==> config.mk <==
export PLATFORM = sky130hd
export DESIGN_NAME = mem_read_arbiter
export DESIGN_NICKNAME = d
export VERILOG_FILES = /design/src/rtl/tb_pkg.sv /design/src/rtl/rr_pick.sv /design/src/rtl/mem_read_arbiter.sv
export SDC_FILE = /design/constraint.sdc
export NUM_CORES = 1
export LEC_CHECK = 0
export ABC_AREA = 0
export CORE_ASPECT_RATIO = 1.2
export CORE_MARGIN = 2
export CORE_UTILIZATION = 50
export CTS_CLUSTER_SIZE = 14
export DETAILED_ROUTE_END_ITERATION = 10
export DONT_BUFFER_PORTS = 1
export RECOVER_POWER = 25
export SKIP_LAST_GASP = 1
export SLEW_MARGIN = 20
export SYNTH_ARGS = -nofsm -noshare
export SYNTH_HDL_FRONTEND = slang
export SYNTH_SLANG_ARGS = --single-unit
==> constraint.sdc <==
create_clock -name clk -period 7.5 [get_ports clk]
set_clock_uncertainty 0.2 [all_clocks]
set_input_delay 0.375 -clock clk [delete_from_list [all_inputs] [get_ports clk]]
set_output_delay 0.375 -clock clk [all_outputs]
set_load 0.02 [all_outputs]
==> src/rtl/tb_pkg.sv <==
// rtl/tb_pkg.sv - shared widths, opcodes and index-width helpers for the select datapath
package tb_pkg;

  localparam int NCORES_DEF = 4;
  localparam int AW_DEF     = 16;
  localparam int DW_DEF     = 16;

  // Index width wide enough to name any requester; never below one bit.
  function automatic int idx_width(input int n);
    return (n > 1) ? $clog2(n) : 1;
  endfunction

  localparam int IDXW = idx_width(NCORES_DEF);

  // Instruction opcodes executed by the select stages.
  typedef enum logic [1:0] {
    PLUS  = 2'd0,
    MINUS = 2'd1,
    BRZ   = 2'd2
  } opcode_e;

endpackage

==> src/rtl/rr_pick.sv <==
// rtl/rr_pick.sv - combinational round-robin priority picker
module rr_pick #(
  parameter int NCORES = 4,
  parameter int IW     = 2
) (
  input  logic [NCORES-1:0] eligible,
  input  logic [IW-1:0]     rr,
  output logic [NCORES-1:0] win_oh,
  output logic [IW-1:0]     win_idx,
  output logic              win_any
);

  logic [IW:0]   cand;
  logic [IW-1:0] cidx;

  // Scan from rr upward with wrap; the first eligible index wins.
  always_comb begin
    win_oh  = '0;
    win_idx = '0;
    win_any = 1'b0;
    cand    = '0;
    cidx    = '0;
    for (int off = 0; off < NCORES; off++) begin
      cand = {1'b0, rr} + (IW+1)'(off);
      if (cand >= (IW+1)'(NCORES)) begin
        cand = cand - (IW+1)'(NCORES);
      end
      cidx = cand[IW-1:0];
      if (!win_any && eligible[cidx]) begin
        win_any      = 1'b1;
        win_idx      = cidx;
        win_oh[cidx] = 1'b1;
      end
    end
  end

endmodule

==> src/rtl/mem_read_arbiter.sv <==
// rtl/mem_read_arbiter.sv - round-robin arbiter sharing one memory read port among select units
module mem_read_arbiter
  import tb_pkg::*;
#(
  parameter int NCORES = NCORES_DEF,
  parameter int AW     = AW_DEF,
  parameter int DW     = DW_DEF,
  parameter int LAT    = 2
) (
  input  logic                 clk,
  input  logic                 rst_n,
  input  logic [NCORES-1:0]    req,
  input  logic [NCORES*AW-1:0] addr,
  output logic [NCORES-1:0]    grant,
  output logic                 mem_en,
  output logic [AW-1:0]        mem_addr,
  input  logic [DW-1:0]        mem_rdata,
  output logic [NCORES-1:0]    rd_valid,
  output logic [DW-1:0]        rd_data,
  output logic [NCORES-1:0]    busy
);

  localparam int IW = idx_width(NCORES);

  logic [IW-1:0]            rr_q, rr_d;
  logic [NCORES-1:0]        busy_q, busy_d;
  logic [LAT-1:0]           pipe_vld_q, pipe_vld_d;
  logic [LAT-1:0][IW-1:0]   pipe_idx_q, pipe_idx_d;

  logic [NCORES-1:0]        eligible;
  logic [NCORES-1:0]        win_oh;
  logic [IW-1:0]            win_idx;
  logic                     win_any;
  logic [NCORES-1:0]        ret_oh;

  // A requester with a read in flight is masked until its busy flag drops.
  assign eligible = req & ~busy_q;

  rr_pick #(
    .NCORES (NCORES),
    .IW     (IW)
  ) u_rr_pick (
    .eligible (eligible),
    .rr       (rr_q),
    .win_oh   (win_oh),
    .win_idx  (win_idx),
    .win_any  (win_any)
  );

  // Drive the memory port from the winner; address is forced to zero when idle.
  always_comb begin
    grant    = win_oh;
    mem_en   = win_any;
    mem_addr = '0;
    for (int i = 0; i < NCORES; i++) begin
      if (win_oh[i]) begin
        mem_addr = addr[i*AW +: AW];
      end
    end
  end

  // Decode the last pipeline stage into the owner of the returning word.
  always_comb begin
    ret_oh = '0;
    if (pipe_vld_q[LAT-1]) begin
      ret_oh[pipe_idx_q[LAT-1]] = 1'b1;
    end
  end

  assign rd_valid = ret_oh;
  assign rd_data  = mem_rdata;
  assign busy     = busy_q;

  // Next-state: busy clears on return and sets on grant; pipeline shifts every cycle.
  always_comb begin
    busy_d = (busy_q & ~ret_oh) | win_oh;
    rr_d   = rr_q;
    if (win_any) begin
      rr_d = (win_idx == IW'(NCORES-1)) ? '0 : win_idx + IW'(1);
    end
    pipe_vld_d    = '0;
    pipe_idx_d    = '0;
    pipe_vld_d[0] = mem_en;
    pipe_idx_d[0] = win_idx;
    for (int s = 1; s < LAT; s++) begin
      pipe_vld_d[s] = pipe_vld_q[s-1];
      pipe_idx_d[s] = pipe_idx_q[s-1];
    end
  end

  // State registers; reset drops every in-flight read so none ever returns.
  always_ff @(posedge clk or negedge rst_n) begin
    if (!rst_n) begin
      rr_q       <= '0;
      busy_q     <= '0;
      pipe_vld_q <= '0;
      pipe_idx_q <= '0;
    end else begin
      rr_q       <= rr_d;
      busy_q     <= busy_d;
      pipe_vld_q <= pipe_vld_d;
      pipe_idx_q <= pipe_idx_d;
    end
  end

endmodule

; ---- After elaboration in Yosys (flattened, before gate mapping)
; Index checks and enable logic that the tools add are counted.
[totals]
regBits = 12
inputBits = 86
out_inout_bits = 45
wordCells = 87
[classes]
addsub = 8
n_lt_le_gt_ge = 14
n_eq_ne = 1
mux = 40
bitwise = 8
n_reduce_logical = 11
[op_table]
columns = cell, n
row1 = $mux W16, 4
row2 = $mux W4, 5
row3 = $mux W2, 9
row4 = $or A4 B4 Y4, 4
row5 = $lt A2 B3 Y1 const B, 5
row6 = $mux W1, 13
row7 = $demux W1 S2, 5
row8 = $ge A2 B1 Y1 const B, 5
row9 = $ge A3 B3 Y1 const B, 3
row10 = $and A4 B4 Y4, 2
row11 = $bmux W1 S2, 4
row12 = $logic_and A1 B1 Y1, 8
row13 = $not A4 Y4, 2
row14 = $sub A2 B1 Y2 const B, 4
row15 = $add A2 B2 Y3 const B, 2
row16 = $add A2 B1 Y3 const B, 1
row17 = $ge A2 B3 Y1 const B, 1
row18 = $logic_not A1 Y1, 3
row19 = $add A2 B1 Y2 const B, 1
row20 = $eq A2 B2 Y1 const B, 1

; ---- Logic depth before layout (Yosys ltp)
[logic_depth]
ltp_word = 18
ltp_mapped = 12

; ---- By module
; From an unflattened synthesis, not the netlist that was laid out.
[unflattened]
cells_unflattened = 154
hier_area_um2 = 1498.9
[by_module_without_submodules]
columns = module, n_inst, cells_each, area_each_um2, seq_area_each_um2
row1 = mem_read_arbiter, 1, 109, 1077.3, 300.3
row2 = rr_pick, 1, 45, 421.7, 0.0

; ---- Worst setup path before layout
; Ideal clock, no wire load.
[synth_timing]
path_type = register -> output
start = reg with a tool-made name
end = out mem_addr[0]
arrival_time_ns = 3.063
required_time_ns = 6.925
slack_ns = 3.862
path_stages_with_launch = 12
path_buffers = 3
cell_sequence = dfrtp_1 -> buf_2 -> inv_2 -> ha_1 -> buf_2 -> mux4_2 -> nand2_1 -> o2bb2ai_2 -> or2_1 -> buf_6 -> o311a_1 -> o31ai_1
[synth_lines]
columns = element, line_no
row1 = "end, declared", mem_read_arbiter.sv:16  ; output logic [AW-1:0] mem_addr,

==> results.tsv <==
metric	value	unit
yosys-top-cells-area	dfrtp_1 (17%), o311a_1 (9.2%), buf_4 (7.4%), o31ai_2 (6.5%), nand2_1 (5.9%)	
die_width	57.7	um
swShare	60.0	%
drc_errors	0	
die-area	0.00395	mm^2
synthToLayoutAreaGrowth	-3.54	%
top_layer_used	met4	
cp-end-kind	primary output	
antenna_left	0	
start_util	51.9	%
clkLatencyLatePin	0.23	ns
worstPathCellList	inv_2 > ha_1 > mux4_2 > nand2_1 > o2bb2ai_2 > or2_1 > o311a_1 > o31ai_1	
grt_antenna_before_repair	0	
cts_sinks	12	
maxSlewHeadroom	45.9	%
netlist_instances	220	
wl	4.19	mm
syn-cell-area	0.00173	mm^2
cts_setup_buffers	0	
fin_util	50.0	%
critPathSlowestCell	o31ai_1	
dp_cells	229	
hold_violations	0	
grt_max_degree	35	
rsz0062_at_grt	no	
layout.nets	291	
slew_viol_final	0	
drive_above_1_share	15.2	%
crit_required	6.92	ns
fp.dieH	68.5	um
yosysTopAreaCellShare	17.3	%
ys_warn_count	0	
tritoncts	done	
wire_per_inst	17.8	um
power.internal	0.477	mW
grt_first_pass_wirelength	6.29	mm
placedInstanceArea	0.00159	mm^2
drtIter0Drc	91	
drv_cap	0	
p_comb_share	82.1	%
synthFlopType	dfrtp_1	
path_delay_family	compound AO/OA/AOI/OAI gates	
vias	1528	
tightest_slew	0.811	ns
hold_path.class	reg -> reg	
htree_levels	1	
ys_ff_latch	12	
numCtsBuffers	3	
met3_wirelength	307	um
startpoint_type	flop	
synth_nets	312	
ys_types	42	
status	finished clean	
met1_length	1.58	mm
row_count	23	
grt-ovfl-total	0	
firstDrtPassIters	4	
avgSynthCellArea	7.87	um^2
grt_pass1_vias	1416	
portBuffers	0	
clk_pin_slew_worst_paths	0.05	ns
async_reset_ff_share	100	%
seqPwrFrac	12.3	%
period_needed	4.60	ns
fin_crit_sh	61.4	%
slowest_delay	0.65	ns
pwr_density_cell	713	mW/mm^2
finalSetupTns	0	ns
pwr-share-clk	5.6	%
fmax	217	MHz
power.switching	0.715	mW
grtUsageTotal	20.1	%
worst-path-buf-inv	1	
critical_path_arrival	4.03	ns
cts-root-buf	clkbuf_8	
clockBufferDepth	2	
ios	131	
critPathKind	reg -> out	
antenna_cells	0	
place_hpwl	3.35	mm
p_leak	0.715	nW
yosysTopAreaCell	dfrtp_1	
post_drt_via_cell_ratio	6.50	
max-vdd-ir-drop	0.532	mV
met2_wirelength	2.26	mm
setup_viol	0	
worstPathMaxFanout	18	
fin_cells	235	
synth_edf_count	0	
core	0.00334	mm^2
fin_area	0.00167	mm^2
gp_congestion	0.911	
ys_seq_area_share	17.3	%
-- final timing paths --
kind | from | end | slack [ns] | depth (start not counted)
setup reg to reg | flop | busy[1] | 3.87 | 7
max in group asynchronous | rst_n | busy[1] | 6.40 | 1
min in group asynchronous | rst_n | pipe_vld_q[0] | 0.36 | 1
hold reg to reg | pipe_vld_q[0] | pipe_vld_q[1] | 0.16 | 0
hold / removal | pipe_vld_q[0] | pipe_vld_q[1] | 0.16 | 0
setup / recovery | flop | mem_addr[15] | 2.90 | 8
-- power by group through the flow --
stage	registers, mW	clock network (mW)	logic [mW]
global route	0.152	0.0720	1.06
detailed placement	0.149	0	0.962
floorplan	0.132	0	0.898
finish	0.147	0.0665	0.978
global placement	0.147	0	0.945
CTS	0.148	0.0687	0.967
-- metal layers --
layer | GRT usage [%] | up-vias
li1 | - | 737
met1 | 23.6 | 705
met2 | 36.8 | 82
met3 | 3.78 | 4
met4 | 6.40 | 0
met5 | 0 | -
-- repair_timing --
item,in CTS,in global routing
gates resized for setup,0,0
hold buffers,1,0
hold endpoints to repair,12,0
-- layout make-up --
class	count	area (um^2)
Sequential cell	12	300
Clock buffer	4	55.1
Timing Repair Buffer	4	40.0
Fill cell	336	1670
Tap cell	37	46.3
Multi-Input combinational cell	156	1150
Inverter	22	82.6
-- cells in the final DEF (no fill, tap or decap), types with 3 or more instances in the layout --
master	instances
nand3_1	3
nor2b_1	3
a21oi_1	5
nand2b_1	4
inv_1	21
o21ai_0	20
mux4_2	3
dfrtp_1	12
clkbuf_8	4
o311a_1	16
a22o_1	3
o31ai_1	9
o31ai_2	9
ha_1	6
nor2b_4	3
nor2_1	21
nand2_1	27
-- cells in the mapped netlist, types with 2 or more instances --
cell type and count:
a22o_1 3, nor2b_4 3, o31ai_2 9, nand2b_1 4, and3_1 2, mux4_2 3, inv_1 21, o21ai_0 20
o2111ai_1 2, dfrtp_1 12, nand3_1 3, a21oi_1 5, nand2_1 27, o221ai_1 2, o31ai_1 9, buf_4 17
buf_2 6, nor2b_1 3, nor2_1 21, clkbuf_1 5, o21ai_1 2, ha_1 6, o311a_1 16
-- registers in the layout (all words and copies together) (netlist names), named ones only --
register and count:
busy 4, pipe_vld_q 2, pipe_idx_d 2, pipe_idx_q 2, rr_q 1
-- stage by stage --
stage | power, mW | setup slack, ns | hold WS, ns
finish | 1.19 | 2.90 | 0.164
global route | 1.29 | 2.67 | 0.167
CTS | 1.18 | 2.91 | 0.167
detailed placement | 1.11 | 3.16 | -0.120
global placement | 1.09 | 3.31 | -0.120
floorplan | 1.03 | 3.86 | -0.121
-- cells by family (layout without fill, tap and decap cells) --
| family | after synthesis | in the layout | share of synthesized area [%] |
|---|---|---|---|
| AOI/OAI and AO/OA | 77 | 77 | 37.9 |
| and+or+nand+nor | 69 | 69 | 19.5 |
| buffers and inverters | 52 | 30 | 16.5 |
| DFF | 12 | 12 | 17.3 |
| adders and majority gates | 6 | 6 | 4.34 |
| muxes | 3 | 3 | 3.90 |
| xor gates and xnor gates | 1 | 1 | 0.506 |
Note: power is estimated with default switching activity, not from simulation.
